--- src/rtl/w_schedule_gen.sv ---
// w_schedule_gen: SHA-2 message schedule, streams W_0..W_{ROUNDS-1} from one block
// using a 16-word circular buffer rewritten in place as each word retires.
module w_schedule_gen #(
    parameter int WORD_W = 32,
    parameter int ROUNDS = 64
) (
    input  logic                  clk,
    input  logic                  reset,
    input  logic                  m_valid,
    output logic                  m_ready,
    input  logic [16*WORD_W-1:0]  m_block,
    output logic                  w_valid,
    input  logic                  w_ready,
    output logic [WORD_W-1:0]     w_data,
    output logic [6:0]            w_idx,
    output logic                  w_last,
    output logic                  busy
);
    localparam int S0A = (WORD_W == 32) ? 7 : 1;
    localparam int S0B = (WORD_W == 32) ? 18 : 8;
    localparam int S0C = (WORD_W == 32) ? 3 : 7;
    localparam int S1A = (WORD_W == 32) ? 17 : 19;
    localparam int S1B = (WORD_W == 32) ? 19 : 61;
    localparam int S1C = (WORD_W == 32) ? 10 : 6;
    localparam logic [6:0] LAST = 7'(ROUNDS - 1);
    localparam logic [7:0] R8 = 8'(ROUNDS);

    typedef enum logic {IDLE, RUN} state_t;

    state_t            state, state_n;
    logic [6:0]        t;
    logic [WORD_W-1:0] mem [16];
    logic [WORD_W-1:0] w_new;
    logic [3:0]        i0, i1, i9, i14;
    logic              accept, fire;

    function automatic logic [WORD_W-1:0] rotr(input logic [WORD_W-1:0] x, input int n);
        return (x >> n) | (x << (WORD_W - n));
    endfunction

    function automatic logic [WORD_W-1:0] sig0(input logic [WORD_W-1:0] x);
        return rotr(x, S0A) ^ rotr(x, S0B) ^ (x >> S0C);
    endfunction

    function automatic logic [WORD_W-1:0] sig1(input logic [WORD_W-1:0] x);
        return rotr(x, S1A) ^ rotr(x, S1B) ^ (x >> S1C);
    endfunction

    always_comb begin
        i0      = t[3:0];
        i1      = i0 + 4'd1;
        i9      = i0 + 4'd9;
        i14     = i0 + 4'd14;
        busy    = state == RUN;
        m_ready = !busy;
        w_valid = busy;
        w_data  = busy ? mem[i0] : '0;
        w_idx   = busy ? t : '0;
        w_last  = busy && t == LAST;
        accept  = m_ready && m_valid;
        fire    = w_valid && w_ready;
        w_new   = sig1(mem[i14]) + mem[i9] + sig0(mem[i1]) + mem[i0];
        state_n = accept ? RUN : (fire && w_last) ? IDLE : state;
    end

    // The slot of W_t is free once W_t retires, so W_{t+16} lands there.
    always_ff @(posedge clk) begin
        if (reset) begin
            state <= IDLE;
            t     <= '0;
            for (int j = 0; j < 16; j++) mem[j] <= '0;
        end else begin
            state <= state_n;
            if (accept) begin
                for (int j = 0; j < 16; j++) mem[j] <= m_block[(15-j)*WORD_W +: WORD_W];
                t <= '0;
            end else if (fire) begin
                if (({1'b0, t} + 8'd16) < R8) mem[i0] <= w_new;
                if (t != LAST) t <= t + 7'd1;
            end
        end
    end
endmodule

--- config.mk ---
export PLATFORM = sky130hd
export DESIGN_NAME = w_schedule_gen
export DESIGN_NICKNAME = d
export VERILOG_FILES = /design/src/rtl/w_schedule_gen.sv
export SDC_FILE = /design/constraint.sdc
export NUM_CORES = 2
export LEC_CHECK = 0
export BUFFER_PORTS_ARGS = -buffer_cell sky130_fd_sc_hd__buf_2
export CELL_PAD_IN_SITES_DETAIL_PLACEMENT = 1
export CELL_PAD_IN_SITES_GLOBAL_PLACEMENT = 1
export CORE_ASPECT_RATIO = 0.7
export CORE_MARGIN = 4
export CORE_UTILIZATION = 43
export DETAILED_ROUTE_END_ITERATION = 10
export PLACE_DENSITY = 0.85
export SYNTH_ARGS = -nofsm -noshare
export SYNTH_HDL_FRONTEND = slang
export SYNTH_SLANG_ARGS = --single-unit
--- constraint.sdc ---
create_clock -name clk -period 7.42 [get_ports clk]
set_input_delay 0.371 -clock clk [delete_from_list [all_inputs] [get_ports clk]]
set_output_delay 0.371 -clock clk [all_outputs]
set_load 0.005 [all_outputs]
Yosys cells after proc, flatten, opt, wreduce, memory -nomap -nowiden

Memories as Yosys holds them, arrays and structs flattened. A register that Yosys moved wholly into a read port is not among the register bits.
Cells that the tools add are included.

Flip-flop bits (word level): 8
RAM bits: 512
Input bits: 516
Output and inout bits: 43
Word-level logic and storage cells: 82
Memories: 1

Memory list:

| name | depth | bits a word | read ports | clocked after memory_dff | write ports | line | RTL |
|---|---|---|---|---|---|---|---|
| mem  | 16    | 32          | 4          | 1                        | 16          | 32   | `logic [WORD_W-1:0] mem [16];` |

Add/sub/neg operators: 8
Magnitude comparators: 1
Equal/unequal tests: 2
Mux-type cells: 35
Bitwise logic cells: 24
Reductions and logical operators: 9

Operators with widths:

| kind                | count |
|---|---|
| $mux 32             | 18 |
| $add 32x32->32      | 3 |
| $xor 32x32->32      | 2 |
| $or 13x32->32       | 1 |
| $or 14x32->32       | 1 |
| $or 15x32->32       | 1 |
| $or 25x32->32       | 1 |
| $reduce_or 32->1    | 1 |
| $xor 32x22->32      | 1 |
| $xor 32x29->32      | 1 |
| $or 1x1->1          | 16 |
| $mux 1              | 13 |
| $mux 4              | 3 |
| $add 4x4->4 const B | 2 |
| $add 7x5->8 const B | 1 |
| $lt 8x7->1 const B  | 1 |
| $add 7x1->7 const B | 1 |
| $eq 7x6->1 const B  | 1 |
| $mux 7              | 1 |
| $ne 7x6->1 const B  | 1 |
| $add 4x1->4 const B | 1 |
| $logic_and 1x1->1   | 4 |
| $reduce_and 2->1    | 1 |
| $reduce_bool 2->1   | 1 |
| other kinds (2)     | 2 |

Longest topological paths before layout

Depth after elaboration: 9
Mapped depth: 33
Gate-level depth less buffers: 24

Least setup slack after synthesis

No wires, ideal clock.

Kind: reg2reg
Start: register t[1]
End: memory mem[3][29], data pin
Setup time: 0.259 ns
Data arrival time: 7.986 ns
Required time: 7.161 ns
Path slack: -0.825 ns
Stages on the path, launching flop included: 32
Path buffers: 9
Period minus slack after synthesis: 8.245 ns
Path through: dfxtp_1 buf_2 buf_1 clkbuf_1 clkbuf_1 inv_1 ha_1 buf_6 buf_2 buf_2 buf_1 mux4_2 mux4_2 xnor2_1 xnor2_1 fa_1 inv_1 fa_1 inv_1 ha_1 inv_1 fa_1 nor2b_1 o2111ai_1 a2111oi_1 or2_2 a31oi_1 o21ai_1 a21oi_2 buf_2 mux2i_1 a211o_1

RTL lines:

| element                | line | RTL |
|---|---|---|
| from (decl)            | 31   | `logic [6:0] t;` |
| from (signal assigned) | 79   | `if (t != LAST) t <= t + 7'd1;` |
| to (decl)              | 32   |  |

==> results.sh <==
export IMPL_drt_first_iter_violations=7231
export IMPL_critical_path_buf_inv_count=4
export IMPL_finalCoreUtilization_pct=52.43
export IMPL_die_area_um2=96660
export IMPL_detailed_place_hpwl_mm=152.8
export IMPL_xor_and_xnor_fraction_of_the_mapped_netlist_area_pct=3.561
export IMPL_place_congestion=1.050
export IMPL_worst_path_max_delay_cell="fa_1"
export IMPL_min_delay_worst_endpoint="mem[2][20]"
export IMPL_yosys_area_top_type_share_pct=39.00
export IMPL_synth_seq_cells=524
export IMPL_coreArea_um2=90480
export IMPL_detail_route_wl_per_cell_um=40.22
export IMPL_ff2ff_setup_slack_ns=0.18
export IMPL_grt_start_max_net_pins=168
export IMPL_clock_tree_from_tritoncts="built"
export IMPL_initial_antenna_violation_count=24
export IMPL_finish_instance_area_um2=47440
export IMPL_drt_antenna_violating_nets=0
export IMPL_mappedNetlistArea_um2=39420
export IMPL_first_global_vias=34195
export IMPL_root_buffer="clkbuf_16"
export IMPL_synth_seq_area_share_pct=39.61
export IMPL_crit_arrival_ns=7.60
export IMPL_critical_path_endpoint_type="flop"
export IMPL_syn_nets=3715
export IMPL_synthToLayoutAreaGrowth_pct=20.35
export IMPL_globalRoute_totalOverflow=0
export IMPL_run_status="finished with violations"
export IMPL_yosysWarnings=0
export IMPL_worst_hold_path_type="in -> reg"
export IMPL_crit_path_cell_trace="inv_1, ha_4, buf_12, buf_4, mux4_2, mux4_2, xnor2_1, xnor2_1, fa_1, fa_1, ha_1, a21oi_1, o21ai_0, a311oi_1, o21ai_0, a31oi_1, o21ai_2, xnor2_1, buf_4, o21ai_0"
export IMPL_postCtsResizedCells=0
export IMPL_vias_per_cell=7.066
export IMPL_synth_flop_cell="edfxtp_1"
export IMPL_multi_input_comb_area_um2=22310
export IMPL_slew_headroom_pct=25.58
export IMPL_port_buffers=558
export IMPL_rsz0062_at_grt="no"
export IMPL_reg_to_reg_end="mem[11][27]"
export IMPL_cap_violations=0
export IMPL_power_density_nw_per_um2=454.0
export IMPL_synth_enable_flop_cells=512
export IMPL_sequential_cell_area_um2=15630
export IMPL_finalWirelength_mm=199.9
export IMPL_synth_area_per_cell_um2=12.72
export IMPL_synthMuxAreaShare_pct=29.72
export IMPL_nNetsFinal=4314
export IMPL_vdd_ir_drop_worst_mv=0.9350
export IMPL_post_synth_top_area_cell="edfxtp_1"
export IMPL_timing_reg2reg_worst_path_depth=20
export IMPL_timing_final_setup_violations=0
export IMPL_initial_utilization_pct=43.57
export IMPL_synthSimpleGateAreaFrac_pct=9.744
export IMPL_htreeDepth=2
export IMPL_worst_skew_pair_late_latency_ns=0.70
export IMPL_cts_sink_count=524
export IMPL_fp_dieH_um=261.3
export IMPL_post_synthesis_compound_gate_area_fraction_pct=8.872
export IMPL_async_flop_share_pct=0
export IMPL_critical_path_startpoint_type="flop"
export IMPL_violated_checks="negative hold slack"
export IMPL_r2r_start="t[1]"
export IMPL_post_layout_nonfiller_instances=4971
export IMPL_placed_cell_area_um2=44280
export IMPL_timing_hold_worst_start="m_block[436]"
export IMPL_detailedRoute_firstPassIterationCount=6
export IMPL_clock_pin_transition_on_the_worst_setup_and_hold_timing_paths_ns=0.07
export IMPL_tightest_slew_ns=1.116
export IMPL_path_class="reg -> reg"
export IMPL_timing_final_hold_violations=2
export IMPL_tns_ns=0
export IMPL_layout_worst_path_cycle_share_pct=97.62
export IMPL_post_synth_fa_ha_maj_area_fraction_pct=4.355
export IMPL_critical_path_required_ns=7.77
export IMPL_num_rows=92
export IMPL_whs_path_depth=3
export IMPL_place_inst=4736
export IMPL_cts_buffers_inserted=57
export IMPL_final_max_slew_viol_count=0
export IMPL_grt_pass1_wl_mm=272.1
export IMPL_synthCells=3099
export IMPL_cts_repair_timing_setup_buffer_count=0
export IMPL_largest_fanout_of_any_net_on_the_critical_path=27
export IMPL_die_width_um=369.9
export IMPL_synth_lib_cells_used_distinct=62
export IMPL_layout_min_cycle_time_ns=7.244
export IMPL_cellLeakagePower_uw=0.01748
export IMPL_max_freq_mhz=138.1
export IMPL_minimum_hold_slack_ns=-0.007068
export IMPL_via_count=35125
export IMPL_grt_total_usage_pct=40.38
export IMPL_fillerInstances=9367
export IMPL_cpPeakStageDelay_ns=0.75
export IMPL_drc_errors=0
export IMPL_i_o_pin_total=559
export IMPL_cts_root_to_sink_buffers=3
export IMPL_skew_ns=0.03720
export IMPL_critical_path_top_delay_family="adder cells"
export IMPL_share_of_layout_cells_above_drive_strength_1_pct=36.17
export IMPL_synth_top_family_by_area="multiplexers"
export IMPL_synthTopCellsByArea="edfxtp_1 (39%), mux4_2 (28%), o21ai_0 (5.5%)"
-- layer usage --
layer	track usage, %	wire [um]	vias up
li1	-	-	13261
met1	55.82	73510	17954
met2	54.60	80510	3530
met3	23.99	40710	360
met4	8.348	4993	20
met5	0.4438	184	-
-- area by class of cell --
type / count / area share [%]
clock inverters: 42 / 0.8941
multi-input cells: 2169 / 47.03
flip-flops and latches: 524 / 32.95
inverters: 106 / 0.8387
diodes: 3 / 0.01582
clock buffers: 65 / 3.115
well taps: 1222 / 3.223
repair buffers: 840 / 11.94
-- through the flow --
stage / setup slack, ns / power, uW
5_1_grt: 0.1077 / 21690
3_3_place_gp: 0.6112 / 17140
3_5_place_dp: 0.5399 / 17400
4_1_cts: 0.5019 / 20490
6_report: 0.1762 / 21540
2_1_floorplan: 0.01786 / 9745
-- cell families (layout without fill, tap and decap cells) --
family / after synthesis / in the layout
simple gates: 768 / 768
compound gates: 612 / 612
mux: 533 / 533
flops: 524 / 524
buf+inv: 406 / 1053
xor+xnor: 156 / 156
fa+ha+maj: 100 / 100
other cells: 0 / 3
-- worst min-delay path, cell delays in order --
cell     delay (ns)
buf_2          0.08
nand2_1        0.04
o21ai_0        0.06
-- placed cells by master, fill, tap and decap left out, types with 26 or more instances in the layout --
master / count
a22o_1: 30
edfxtp_1: 512
ha_1: 37
nor2_1: 76
xnor2_1: 121
o21ai_0: 432
mux4_2: 498
xor2_1: 26
a21oi_1: 47
dlygate4sd3_1: 125
fa_1: 62
nand3b_1: 189
nand2_1: 387
buf_12: 35
buf_4: 123
buf_2: 557
inv_1: 105
clkbuf_16: 58
-- registers in the layout, summed over array words and instances, names as in the netlist, named ones only --
signal,flops
busy,1
mem,512
t,7
-- what timing repair did --
| item | 4_1_cts | 5_1_grt |
|---|---|---|
| hold buffers | 125 | 0 |
| endpoints found under the hold margin | 125 | 0 |
| setup endpoints to repair | 0 | 0 |
-- where the power goes --
part           switching [uW]  internal [uW]
registers                 279           3580
clock network            1400           1620
logic                   10200           4450
-- how the worst max path moves through the flow --
stage | cells after the start | slack (ns) | to | from
after floorplan | 32 | 0.02 | mem[3][29] | t[0]
after global placement | 22 | 0.61 | mem[14][31] | t[1]
after detailed placement | 25 | 0.54 | mem[5][21] | t[1]
after CTS | 22 | 0.50 | mem[11][27] | t[1]
after global routing | 23 | 0.11 | mem[5][21] | t[0]
final | 20 | 0.18 | mem[11][27] | t[1]
-- cell usage after synthesis, types with 19 or more instances --
library cell and number:
nand3b_1 189, o31ai_1 19, nand3_1 26, nor2_1 77
clkbuf_1 214, xnor2_1 123, inv_1 105, xor2_1 28
edfxtp_1 512, mux2i_1 25, mux4_2 498, nand2_1 391
fa_1 62, a21oi_1 49, ha_1 38, buf_1 31
o21ai_0 432, buf_2 48, a22o_1 30, and2_1 23
Power figures use the tool's default switching activity.
